`src/rtl/nco_sweep_pkg.sv`:
```
// Shared definitions for the nco frequency-sweep controller: state encoding and
// default widths common to the sweep block, the nco and their benches.
package nco_sweep_pkg;

  localparam int PW_DEF = 8;
  localparam int DW_DEF = 16;

  typedef enum logic [1:0] {
    ST_IDLE     = 2'd0,
    ST_LOAD     = 2'd1,
    ST_RUN_UP   = 2'd2,
    ST_RUN_DOWN = 2'd3
  } state_t;

endpackage

```
`src/rtl/nco_dwell_timer.sv`:
```
// Dwell down-counter: a load of N leaves N-1 cycles to run, so o_zero marks the
// last cycle of an N-cycle dwell. A load of 0 behaves like a load of 1.
module nco_dwell_timer
  import nco_sweep_pkg::*;
#(
  parameter int DW = DW_DEF
) (
  input  logic          i_clk,
  input  logic          i_reset,
  input  logic          i_load,
  input  logic          i_en,
  input  logic [DW-1:0] i_val,
  output logic          o_zero
);

  localparam logic [DW-1:0] ONE = DW'(1);

  logic [DW-1:0] r_cnt;

  always_ff @(posedge i_clk) begin
    if (i_reset) begin
      r_cnt <= '0;
    end else if (i_load) begin
      r_cnt <= (i_val == '0) ? '0 : i_val - ONE;
    end else if (i_en && (r_cnt != '0)) begin
      r_cnt <= r_cnt - ONE;
    end
  end

  assign o_zero = (r_cnt == '0);

endmodule

```
`src/rtl/nco_sweep.sv`:
```
// Linear frequency-sweep controller feeding the nco phase increment, load strobe
// and clock enable; one-shot up-sweep or continuous triangle until aborted.
module nco_sweep
  import nco_sweep_pkg::*;
#(
  parameter int PW = PW_DEF,
  parameter int DW = DW_DEF
) (
  input  logic          i_clk,
  input  logic          i_reset,
  input  logic          i_start,
  input  logic          i_abort,
  input  logic          i_mode,
  input  logic [PW-1:0] i_start_inc,
  input  logic [PW-1:0] i_stop_inc,
  input  logic [PW-1:0] i_step,
  input  logic [DW-1:0] i_dwell,
  output logic [PW-1:0] o_dphase,
  output logic          o_ld,
  output logic          o_ce,
  output logic          o_busy,
  output logic          o_done
);

  state_t        r_state;
  state_t        w_state_nxt;
  logic [PW-1:0] r_dphase;
  logic [PW-1:0] w_dphase_nxt;
  logic          r_done;
  logic          w_done_nxt;

  logic          r_mode;
  logic [PW-1:0] r_start;
  logic [PW-1:0] r_stop;
  logic [PW-1:0] r_step;
  logic [DW-1:0] r_dwell;

  logic          w_cfg_load;
  logic          w_tmr_load;
  logic [DW-1:0] w_tmr_val;
  logic          w_tmr_en;
  logic          w_zero;
  logic          w_degen;
  logic          w_at_top;
  logic [PW-1:0] w_up;
  logic [PW-1:0] w_dn;

  function automatic logic [PW-1:0] sat_add(input logic [PW-1:0] a,
                                            input logic [PW-1:0] b,
                                            input logic [PW-1:0] lim);
    logic [PW:0] s;
    s = {1'b0, a} + {1'b0, b};
    return (s > {1'b0, lim}) ? lim : s[PW-1:0];
  endfunction

  function automatic logic [PW-1:0] sat_sub(input logic [PW-1:0] a,
                                            input logic [PW-1:0] b,
                                            input logic [PW-1:0] lim);
    logic [PW:0] d;
    d = {1'b0, a} - {1'b0, b};
    return (d[PW] || (d[PW-1:0] < lim)) ? lim : d[PW-1:0];
  endfunction

  // A zero step or an empty range never leaves the start value.
  assign w_degen  = (r_step == '0) || (r_start >= r_stop);
  assign w_at_top = w_degen || (r_dphase >= r_stop);
  assign w_up     = sat_add(r_dphase, r_step, r_stop);
  assign w_dn     = sat_sub(r_dphase, r_step, r_start);
  assign w_tmr_en = (r_state != ST_IDLE);

  nco_dwell_timer #(.DW(DW)) u_dwell (
    .i_clk   (i_clk),
    .i_reset (i_reset),
    .i_load  (w_tmr_load),
    .i_en    (w_tmr_en),
    .i_val   (w_tmr_val),
    .o_zero  (w_zero)
  );

  always_comb begin
    w_state_nxt  = r_state;
    w_dphase_nxt = r_dphase;
    w_done_nxt   = 1'b0;
    w_cfg_load   = 1'b0;
    w_tmr_load   = 1'b0;
    w_tmr_val    = r_dwell;
    case (r_state)
      ST_IDLE: begin
        if (i_start) begin
          w_cfg_load   = 1'b1;
          w_state_nxt  = ST_LOAD;
          w_dphase_nxt = i_start_inc;
          w_tmr_load   = 1'b1;
          w_tmr_val    = i_dwell;
        end
      end
      // LOAD is the first cycle of the start dwell, so it shares the up-step rule.
      ST_LOAD, ST_RUN_UP: begin
        w_state_nxt = ST_RUN_UP;
        if (w_zero) begin
          w_tmr_load = 1'b1;
          if (!w_at_top) begin
            w_dphase_nxt = w_up;
          end else if (!r_mode) begin
            w_tmr_load  = 1'b0;
            w_state_nxt = ST_IDLE;
            w_done_nxt  = 1'b1;
          end else if (!w_degen) begin
            w_state_nxt  = ST_RUN_DOWN;
            w_dphase_nxt = w_dn;
          end
        end
      end
      ST_RUN_DOWN: begin
        if (w_zero) begin
          w_tmr_load = 1'b1;
          if (r_dphase <= r_start) begin
            w_state_nxt  = ST_RUN_UP;
            w_dphase_nxt = w_up;
          end else begin
            w_dphase_nxt = w_dn;
          end
        end
      end
      default: w_state_nxt = ST_IDLE;
    endcase
    if (i_abort && (r_state != ST_IDLE)) begin
      w_state_nxt  = ST_IDLE;
      w_dphase_nxt = r_dphase;
      w_done_nxt   = 1'b0;
      w_tmr_load   = 1'b0;
    end
  end

  always_ff @(posedge i_clk) begin
    if (i_reset) begin
      r_state  <= ST_IDLE;
      r_dphase <= '0;
      r_done   <= 1'b0;
    end else begin
      r_state  <= w_state_nxt;
      r_dphase <= w_dphase_nxt;
      r_done   <= w_done_nxt;
    end
  end

  always_ff @(posedge i_clk) begin
    if (w_cfg_load) begin
      r_mode  <= i_mode;
      r_start <= i_start_inc;
      r_stop  <= i_stop_inc;
      r_step  <= i_step;
      r_dwell <= i_dwell;
    end
  end

  assign o_dphase = r_dphase;
  assign o_ld     = (r_state == ST_LOAD);
  assign o_ce     = (r_state != ST_IDLE);
  assign o_busy   = (r_state != ST_IDLE);
  assign o_done   = r_done;

endmodule

```
`config.mk`:
```
export PLATFORM = sky130hd
export DESIGN_NAME = nco_sweep
export DESIGN_NICKNAME = d
export VERILOG_FILES = /design/src/rtl/nco_sweep_pkg.sv /design/src/rtl/nco_dwell_timer.sv /design/src/rtl/nco_sweep.sv
export SDC_FILE = /design/constraint.sdc
export NUM_CORES = 1
export LEC_CHECK = 0
export ABC_CLOCK_PERIOD_IN_PS = 7200
export CAP_MARGIN = 10
export CORE_MARGIN = 2
export CORE_UTILIZATION = 25
export DETAILED_ROUTE_END_ITERATION = 10
export HOLD_SLACK_MARGIN = 0.06
export PLACE_DENSITY = 0.41
export SYNTH_ARGS = -nofsm -noshare
export SYNTH_HDL_FRONTEND = slang
export SYNTH_SLANG_ARGS = --single-unit
```
`constraint.sdc`:
```
create_clock -name i_clk -period 7.2 [get_ports i_clk]
set_input_delay 2.16 -clock i_clk [delete_from_list [all_inputs] [get_ports i_clk]]
set_output_delay 2.16 -clock i_clk [all_outputs]
set_load 0.01 [all_outputs]
```
Yosys cells after proc, flatten, opt, wreduce, memory -nomap -nowiden
Index checks and enable logic that the tools add are counted.
Word-level totals
  bits in registers: 68
  latch bits: 0
  memory bits (writable): 0
  memory bits (read-only): 0
  bits of input ports: 45
  output and inout bits: 12
  logic and storage cells: 80
  memories kept: 0
Cells by class
  $add $sub $neg: 4
  multipliers: 0
  div/mod/pow operators: 0
  magnitude comparators: 5
  equality and inequality tests: 9
  shifts and indexed selects: 0
  muxes and demuxes: 32
  bitwise operators: 4
  reduce and logical (&&, ||, !) cells: 17
Operators with widths (count)
  $mux 16: 5
  $mux 8: 9
  $logic_not 16->1: 2
  $sub 16x1->16 const B: 2
  $pmux 8 s3: 1
  $ge 8x8->1: 2
  $reduce_bool 16->1: 1
  $mux 2: 6
  $add 8x8->9: 1
  $gt 9x8->1: 1
  $mux 1: 9
  $sub 8x8->9: 1
  $le 8x8->1: 1
  $logic_not 8->1: 1
  $lt 8x8->1: 1
  $ne 3x3->1 const B: 2
  $pmux 2 s3: 1
  $reduce_and 6->1: 1
  $reduce_or 5->1: 1
  $eq 2x2->1 const B: 2
  $ne 2x1->1 const B: 2
  $ne 2x2->1 const B: 2
  $not 1->1: 4
  $reduce_bool 2->1: 2
  other kinds (7): 11

Longest topological paths before layout
Gate-level depths: netlist of the first run.
  depth in word-level cells: 9
  depth in mapped cells: 16
  gate-level depth less buffers: 15

Cells and area by module
A second synthesis of the first run with hierarchy kept.
Second synthesis, totals
  cells, all modules: 521
  area total of the unflattened synthesis: 5151.2 um^2
By module, submodules not included
  nco_sweep: times used 1, cells each 368, area an instance 3906.2 um^2, sequential area each 1451.4 um^2
  nco_dwell_timer: times used 1, cells each 153, area an instance 1244.9 um^2, sequential area each 320.3 um^2

Worst setup path before layout of the first run
Ideal clock, no wire load.
  path type: in2reg
  from: input i_start
  to: register u_dwell.r_cnt[3]
  library setup time: 0.117 ns
  data arrival time: 4.767 ns
  path slack: 2.315 ns
  stages: 12
  cell sequence: buf_6 > nand2_2 > inv_2 > buf_2 > mux2i_1 > ha_1 > o21ai_1 > or3_4 > o21ai_2 > a21oi_2 > buf_6 > a32o_1
On the way
  word-level cells in the longest chain between the ends: 5
  elaborated cells between the ends (all ways): 10
  those cells by class: add/sub (1); mux (7); reduce/logical (2)
RTL lines
  from (decl): line nco_sweep.sv:11  | input logic i_start,
  $mux 16: line nco_sweep.sv:89  | if (i_start) begin
  $mux 16: line nco_sweep.sv:87  | case (r_state)
  $sub 16x1->16 / $logic_not 16->1 (equally long branches): line nco_dwell_timer.sv:24  | r_cnt <= (i_val == '0) ? '0 : i_val - ONE;
  $mux 16: line nco_dwell_timer.sv:24
  $mux 16: line nco_dwell_timer.sv:23  | end else if (i_load) begin
  to (signal assigned): line nco_dwell_timer.sv:24
  to (signal assigned): line nco_dwell_timer.sv:26  | r_cnt <= r_cnt - ONE;
  to (decl): line nco_dwell_timer.sv:18  | logic [DW-1:0] r_cnt;
Several ways; a longest one is shown, not always the timed one.
A chain may end at the register's enable or synchronous reset.

Final worst setup path of the first run
  from: input i_start
  to: register u_dwell.r_cnt[13]
The elaborated chain is that of the path after synthesis.

==> metrics.md, run 1 <==
| Metric | Value |
|---|---|
| # rows | 53 |
| HP Class | register to register |
| Met1 global-route usage | 0.173 |
| Synthesized flop and latch total | 68 |
| Syn avg cell area | 9.68 sq um |
| CTS root buffer | clkbuf_16 |
| Post-CTS setup buffer count | 0 |
| Die height | 151 um |
| Final WS setup | 1.93 ns |
| Setup Skew | 0.00723 ns |
| Remaining antenna violation count | 0 |
| Core Footprint | 21,100 sq um |
| CP endpoint kind | register |
| Asr flop ratio synth | 0 |
| Worst Setup Path Type | input port to register |
| Minimum clock period | 5.27 ns |
| Max VDD drop | 0.141 mV |
| Post-route total power | 1.86 mW |
| Vias in the first global route | 4,749 |
| Clk pin slew, worst setup/hold paths | 0.06 ns |
| Synthesized area | 5390 sq um |
| Violation count after the first detailed-route iteration | 270 |
| Worst-path fanout max | 18 |
| Fillers | 2,198 |
| Dpl hpwl | 12,900 um |
| Residual DRC count | 0 |
| Place WS | 1.55 ns |
| FF-to-FF path depth | 14 |
| Worst-Margin Slew | 1.06 ns |
| Final hold slack | 0.522 ns |
| CTS tree | yes |
| RR Startpoint | o_dphase[0] |
| Nets | 715 |
| Final Hold Fails | 0 |
| Hold Path Sink | r_state[0] |
| Top Ports | 57 |
| Worst Setup Start Kind | input port |
| Die Span X | 151 um |
| Layout Cells excl Fill | 888 |
| Placed cells | 872 |
| # hold bufs at CTS | 0 |
| GR Util met2 | 0.283 |
| CTS Sinks | 68 |
| Final instance area | 6500 sq um |
| Post-Route WL | 16,400 um |
| Layout cell share with drive strength beyond 1 | 0.0783 |
| Yosys cell types | 77 |
| Worst R2R Setup Slack | 3.18 ns |
| Syn Inst Count | 557 |
| GRT Resource Usage Total | 0.152 |
| Die area | 22,800 sq um |
| Sequential share of the synthesized area | 0.329 |
| Final Core Density | 0.308 |
| Top cell type's share of synthesized area | 0.228 |
| Pin count of the biggest net entering global routing | 41 |
| I/O Buffers | 56 |
| Setup TNS | 0 ns |
| Synth Flop Type | edfxtp_1 |
| Fin crit share | 0.732 |
| EDFF count, synth | 41 |
| Static leakage | 2.57 nW |
| TritonRoute pass-1 iters | 4 |
| R2r endpoint | o_dphase[6] |
| Hold path start | r_state[0] |
| Worst Path Arrival | 5.51 ns |
| Remaining global-route overflow | 0 |
| Clock Tree Buf Depth | 2 |
| Hold Path Depth | 2 |
| Met3 usage | 0.0295 |
| Number of gates resized after cts | 0 |
| # diodes | 0 |
| Worst-Skew Late Latency | 0.34 ns |
| H-tree depth | 3 |
| Gpl congestion | 0.821 |
| Slew HR | 0.291 |
| RSZ-0062 raised after global routing | no |
| Vias | 4,489 |
| Initial core utilization | 0.256 |
| Synth Warn # | 0 |
| Layout area overhead | 20.7% |
| Initial antenna violation count | 0 |
| First-pass GRT wire length | 26,100 um |
| CP required | 7.44 ns |
| Vias per cell | 5.06 |
| Max-Cap Viols | 0 |
| Area leader, netlist | edfxtp_1 |
| Top Usage Layer GRT | met2 |
| Max Clk Rate | 190 MHz |
| CTS Buf Count | 9 |
| Setup-failing EPs final | 0 |
| Area after DPL | 6200 sq um |
| Area contributors post-synth | edfxtp_1 (23%), ha_1 (14%), dfxtp_1 (10%) |
| Wire per inst | 18.5 um |
| Power per standard cell area | 286 nW/um^2 |
| Slew Limit Fails | 0 |
| Outcome | completed |
| Synthesized Nets | 664 |
-- synth_stat cells (all sizes together) (4+ instances only) --
cell	instances
a221oi	4
o221ai	8
o21ai	21
o211ai	9
a31oi	9
or2	5
a21oi	24
xnor2	15
nor2b	10
nand3	8
xor2	12
inv	44
mux2i	29
a211oi	14
nor2	40
a41o	4
a21o	4
o22ai	7
a32o	9
buf	14
dfxtp	27
nand4	8
and3	4
and4bb	4
clkbuf	4
nor4	7
nand2	30
edfxtp	41
nand2b	15
ha	60
nor3	21
-- worst max-delay path by stage --
stage | start | end | slack (ns)
detailed placement | i_start | u_dwell.r_cnt[13] | 1.55
floorplan | i_start | u_dwell.r_cnt[3] | 2.32
finish | i_start | u_dwell.r_cnt[13] | 1.93
CTS | i_start | u_dwell.r_cnt[13] | 1.91
global placement | i_start | u_dwell.r_cnt[13] | 1.63
global route | i_start | u_dwell.r_cnt[13] | 1.57
-- cell families after synthesis --
kind of cell	after synthesis	share of synthesized area
AO/OA/AOI/OAI	142	0.202
adder cells (fa/ha/maj)	62	0.147
XOR/XNOR	27	0.0439
flip-flops	68	0.329
multiplexers	30	0.0559
buffers and inverters	62	0.0508
AND/OR/NAND/NOR	166	0.172
-- critical path, stage by stage --
cell,delay (ns)
clkdlybuf4s50_1,0.92
nand2_2,0.20
inv_2,0.34
mux2i_1,0.17
ha_1,0.24
o21ai_1,0.21
or3_4,0.24
o21ai_2,0.07
a21oi_2,0.54
o211ai_1,0.17
a211oi_1,0.25
-- per-layer routing --
metal / up-vias / routed length, um
met4: 0 / 371
li1: 2215 / -
met1: 2166 / 6940
met5: - / 0
met3: 25 / 457
met2: 83 / 8620
-- placed cells by master, fill, tap and decap left out, types with 15 or more instances in the layout --
| cell | Yosys | routed |
|---|---|---|
| a21oi_1 | 21 | 21 |
| clkdlybuf4s50_1 | 0 | 56 |
| dfxtp_1 | 27 | 27 |
| edfxtp_1 | 41 | 41 |
| ha_1 | 60 | 60 |
| inv_1 | 43 | 43 |
| mux2i_1 | 29 | 29 |
| nand2_1 | 29 | 29 |
| nand2b_1 | 15 | 15 |
| nor2_1 | 40 | 40 |
| nor3_1 | 19 | 19 |
| o21ai_0 | 18 | 18 |
| xnor2_1 | 15 | 15 |
-- power breakdown --
part | switching (mW) | internal, mW | total (mW)
sequential | 0.0764 | 0.480 | 0.556
combinational | 0.499 | 0.347 | 0.845
clock | 0.175 | 0.286 | 0.461
total | 0.750 | 1.11 | 1.86
-- final cells by class --
class / count / area [sq um] / area share
Clock buffer: 12 / 256 / 0.0394
Clock inverter: 4 / 47.5 / 0.00731
Inverter: 44 / 165 / 0.0254
Multi-Input combinational cell: 427 / 3340 / 0.514
Sequential cell: 68 / 1770 / 0.272
Tap cell: 275 / 344 / 0.0529
Timing Repair Buffer: 58 / 576 / 0.0885
-- sequential cells by signal, indices dropped and copies added, names as in the netlist --
register and cells:
r_state 2, r_mode 1, u_dwell.r_cnt 16, r_start 8
o_done 1, r_dwell 16, o_dphase 8, r_stop 8
r_step 8
Power figures use the tool's default switching activity.
==> run 2, diff against run 1 <==
--- a/config.mk
+++ b/config.mk
@@ -5,13 +5,13 @@
 export SDC_FILE = /design/constraint.sdc
 export NUM_CORES = 1
 export LEC_CHECK = 0
-export ABC_CLOCK_PERIOD_IN_PS = 7200
+export ABC_CLOCK_PERIOD_IN_PS = 4700
 export CAP_MARGIN = 10
 export CORE_MARGIN = 2
 export CORE_UTILIZATION = 25
 export DETAILED_ROUTE_END_ITERATION = 10
 export HOLD_SLACK_MARGIN = 0.06
-export PLACE_DENSITY = 0.41
+export PLACE_DENSITY = 0.42
 export SYNTH_ARGS = -nofsm -noshare
 export SYNTH_HDL_FRONTEND = slang
 export SYNTH_SLANG_ARGS = --single-unit
==> constraint.sdc (replaced) <==
create_clock -name i_clk -period 4.7 [get_ports i_clk]
set_input_delay 1.41 -clock i_clk [delete_from_list [all_inputs] [get_ports i_clk]]
set_output_delay 1.41 -clock i_clk [all_outputs]
set_load 0.01 [all_outputs]
==> metrics.md, run 2 (synthesis gave the netlist of run 1 again) <==
| Metric | Value |
|---|---|
| Wire per inst | 18.5 um |
| Slew Limit Fails | 0 |
| Gate power share | 0.469 |
| Clk pin slew, worst setup/hold paths | 0.06 ns |
| Max VDD drop | 0.181 mV |
| CP required | 4.94 ns |
| Minimum clock period | 3.96 ns |
| H-tree depth | 3 |
| RSZ-0062 raised after global routing | no |
| Violation count after the first detailed-route iteration | 237 |
| CP endpoint kind | register |
| Vias | 4,527 |
| Place WS | 0.397 ns |
| CTS Sinks | 68 |
| Vias in the first global route | 4,724 |
| TritonRoute pass-1 iters | 5 |
| CTS root buffer | clkbuf_16 |
| CTS tree | yes |
| Worst-Margin Slew | 0.921 ns |
| Clock Tree Buf Depth | 2 |
| Gpl congestion | 0.836 |
| Remaining global-route overflow | 0 |
| Setup TNS | 0 ns |
| Pin count of the biggest net entering global routing | 38 |
| Setup-failing EPs final | 0 |
| GRT Resource Usage Total | 0.151 |
| # diodes | 0 |
| Hold Path Sink | u_dwell.r_cnt[14] |
| Dpl hpwl | 13,000 um |
| HP Class | register to register |
| Remaining antenna violation count | 0 |
| Setup crit start | o_dphase[1] |
| RR Startpoint | o_dphase[1] |
| Final Hold Fails | 0 |
| Initial core utilization | 0.256 |
| # hold bufs at CTS | 0 |
| Power Internal | 1.64 mW |
| Initial antenna violation count | 0 |
| Worst Setup Start Kind | register |
| Post-CTS setup buffer count | 0 |
| Most frequent cells in the layout | ha_1 (60), clkdlybuf4s50_1 (56), inv_1 (43), edfxtp_1 (41), nor2_1 (40) |
| Residual DRC count | 0 |
| Final WS setup | 0.743 ns |
| Slew HR | 0.386 |
| Power per standard cell area | 428 nW/um^2 |
| Post-Route WL | 16,500 um |
| Hold path start | u_dwell.r_cnt[14] |
| Number of gates resized after cts | 0 |
| Die Span X | 151 um |
| Outcome | completed |
| Top Ports | 57 |
| Die height | 151 um |
| Vias per cell | 5.07 |
| Worst-Skew Late Latency | 0.34 ns |
| Max Clk Rate | 253 MHz |
| Worst R2R Setup Slack | 0.74 ns |
| Worst Path Arrival | 4.20 ns |
| Fin crit share | 0.842 |
| First-pass GRT wire length | 26,000 um |
| Worst-path fanout max | 8 |
| Sequential power share | 0.303 |
| Layout area overhead | 20.8% |
| Psw | 1.14 mW |
| CTS Buf Count | 9 |
| Top Registers | r_dwell x16, u_dwell.r_cnt x16 |
| FF-to-FF path depth | 13 |
| Max-Cap Viols | 0 |
| Commonest non-fill, non-tap cell in the layout | ha_1 |
| Static leakage | 2.58 nW |
| Switch share | 0.410 |
| Worst Setup Path Type | register to register |
| R2r endpoint | o_dphase[2] |
| # rows | 53 |
| Post-route total power | 2.79 mW |
| Nets | 720 |
| Layout cell share with drive strength beyond 1 | 0.0841 |
| Power share of the clock group | 0.229 |
| Setup Skew | 0.0121 ns |
| Core Footprint | 21,100 sq um |
| Die area | 22,800 sq um |
| Hold Path Depth | 2 |
| I/O Buffers | 56 |
-- run 2: worst max-delay path, cell delays in order (launching register included) --
cell and delay, ns:
dfxtp_1 0.54, inv_1 0.16, fa_1 0.49, nor2b_1 0.20, o2111ai_1 0.18, nand3b_1 0.16, xor2_1 0.25, ha_1 0.30
nand4_1 0.12, a211oi_1 0.09, o31ai_4 0.59, mux2i_1 0.28, o221ai_1 0.18, a32o_1 0.30
-- run 2: power groups by stage --
stage                     Sequential [mW]  Combinational (mW)  Clock, mW
after detailed placement            0.854                1.30          0
after floorplan                     0.828               0.931          0
after global routing                0.856                1.45      0.685
after global placement              0.854                1.30          0
after CTS                           0.843                1.31      0.658
final                               0.844                1.31      0.637
-- run 2: stage by stage --
step | hold WS, ns | instance area [sq um] | util | std cells
floorplan | 0.480 | 5390 | - | 557
global placement | 0.509 | 6240 | 0.296 | 877
detailed placement | 0.510 | 6240 | 0.296 | 877
CTS | 0.520 | 6510 | 0.309 | 893
global route | 0.547 | 6510 | 0.309 | 893
finish | 0.520 | 6510 | 0.309 | 893
-- run 2: cell type report --
type	count	area [sq um]
clock buffers	12	246
clock inverters	4	25.0
fillers	2219	14600
inverters	44	165
multi-input cells	427	3340
flip-flops and latches	68	1770
well taps	275	344
repair buffers	63	613
-- run 2: per-layer routing --
metal  global-route usage  part of all wire
met1                0.176              0.43
met4               0.0453             0.017
met5                    0                 0
met2                0.278              0.52
met3               0.0316             0.031
-- run 2: how the worst max path moves through the flow --
stage,endpoint,slack (ns),cells past startpoint
after floorplan,u_dwell.r_cnt[3],0.57,12
after global placement,u_dwell.r_cnt[13],0.44,10
after detailed placement,u_dwell.r_cnt[13],0.40,10
after CTS,o_dphase[2],0.72,14
after global routing,o_dphase[2],0.48,14
final,o_dphase[2],0.74,13
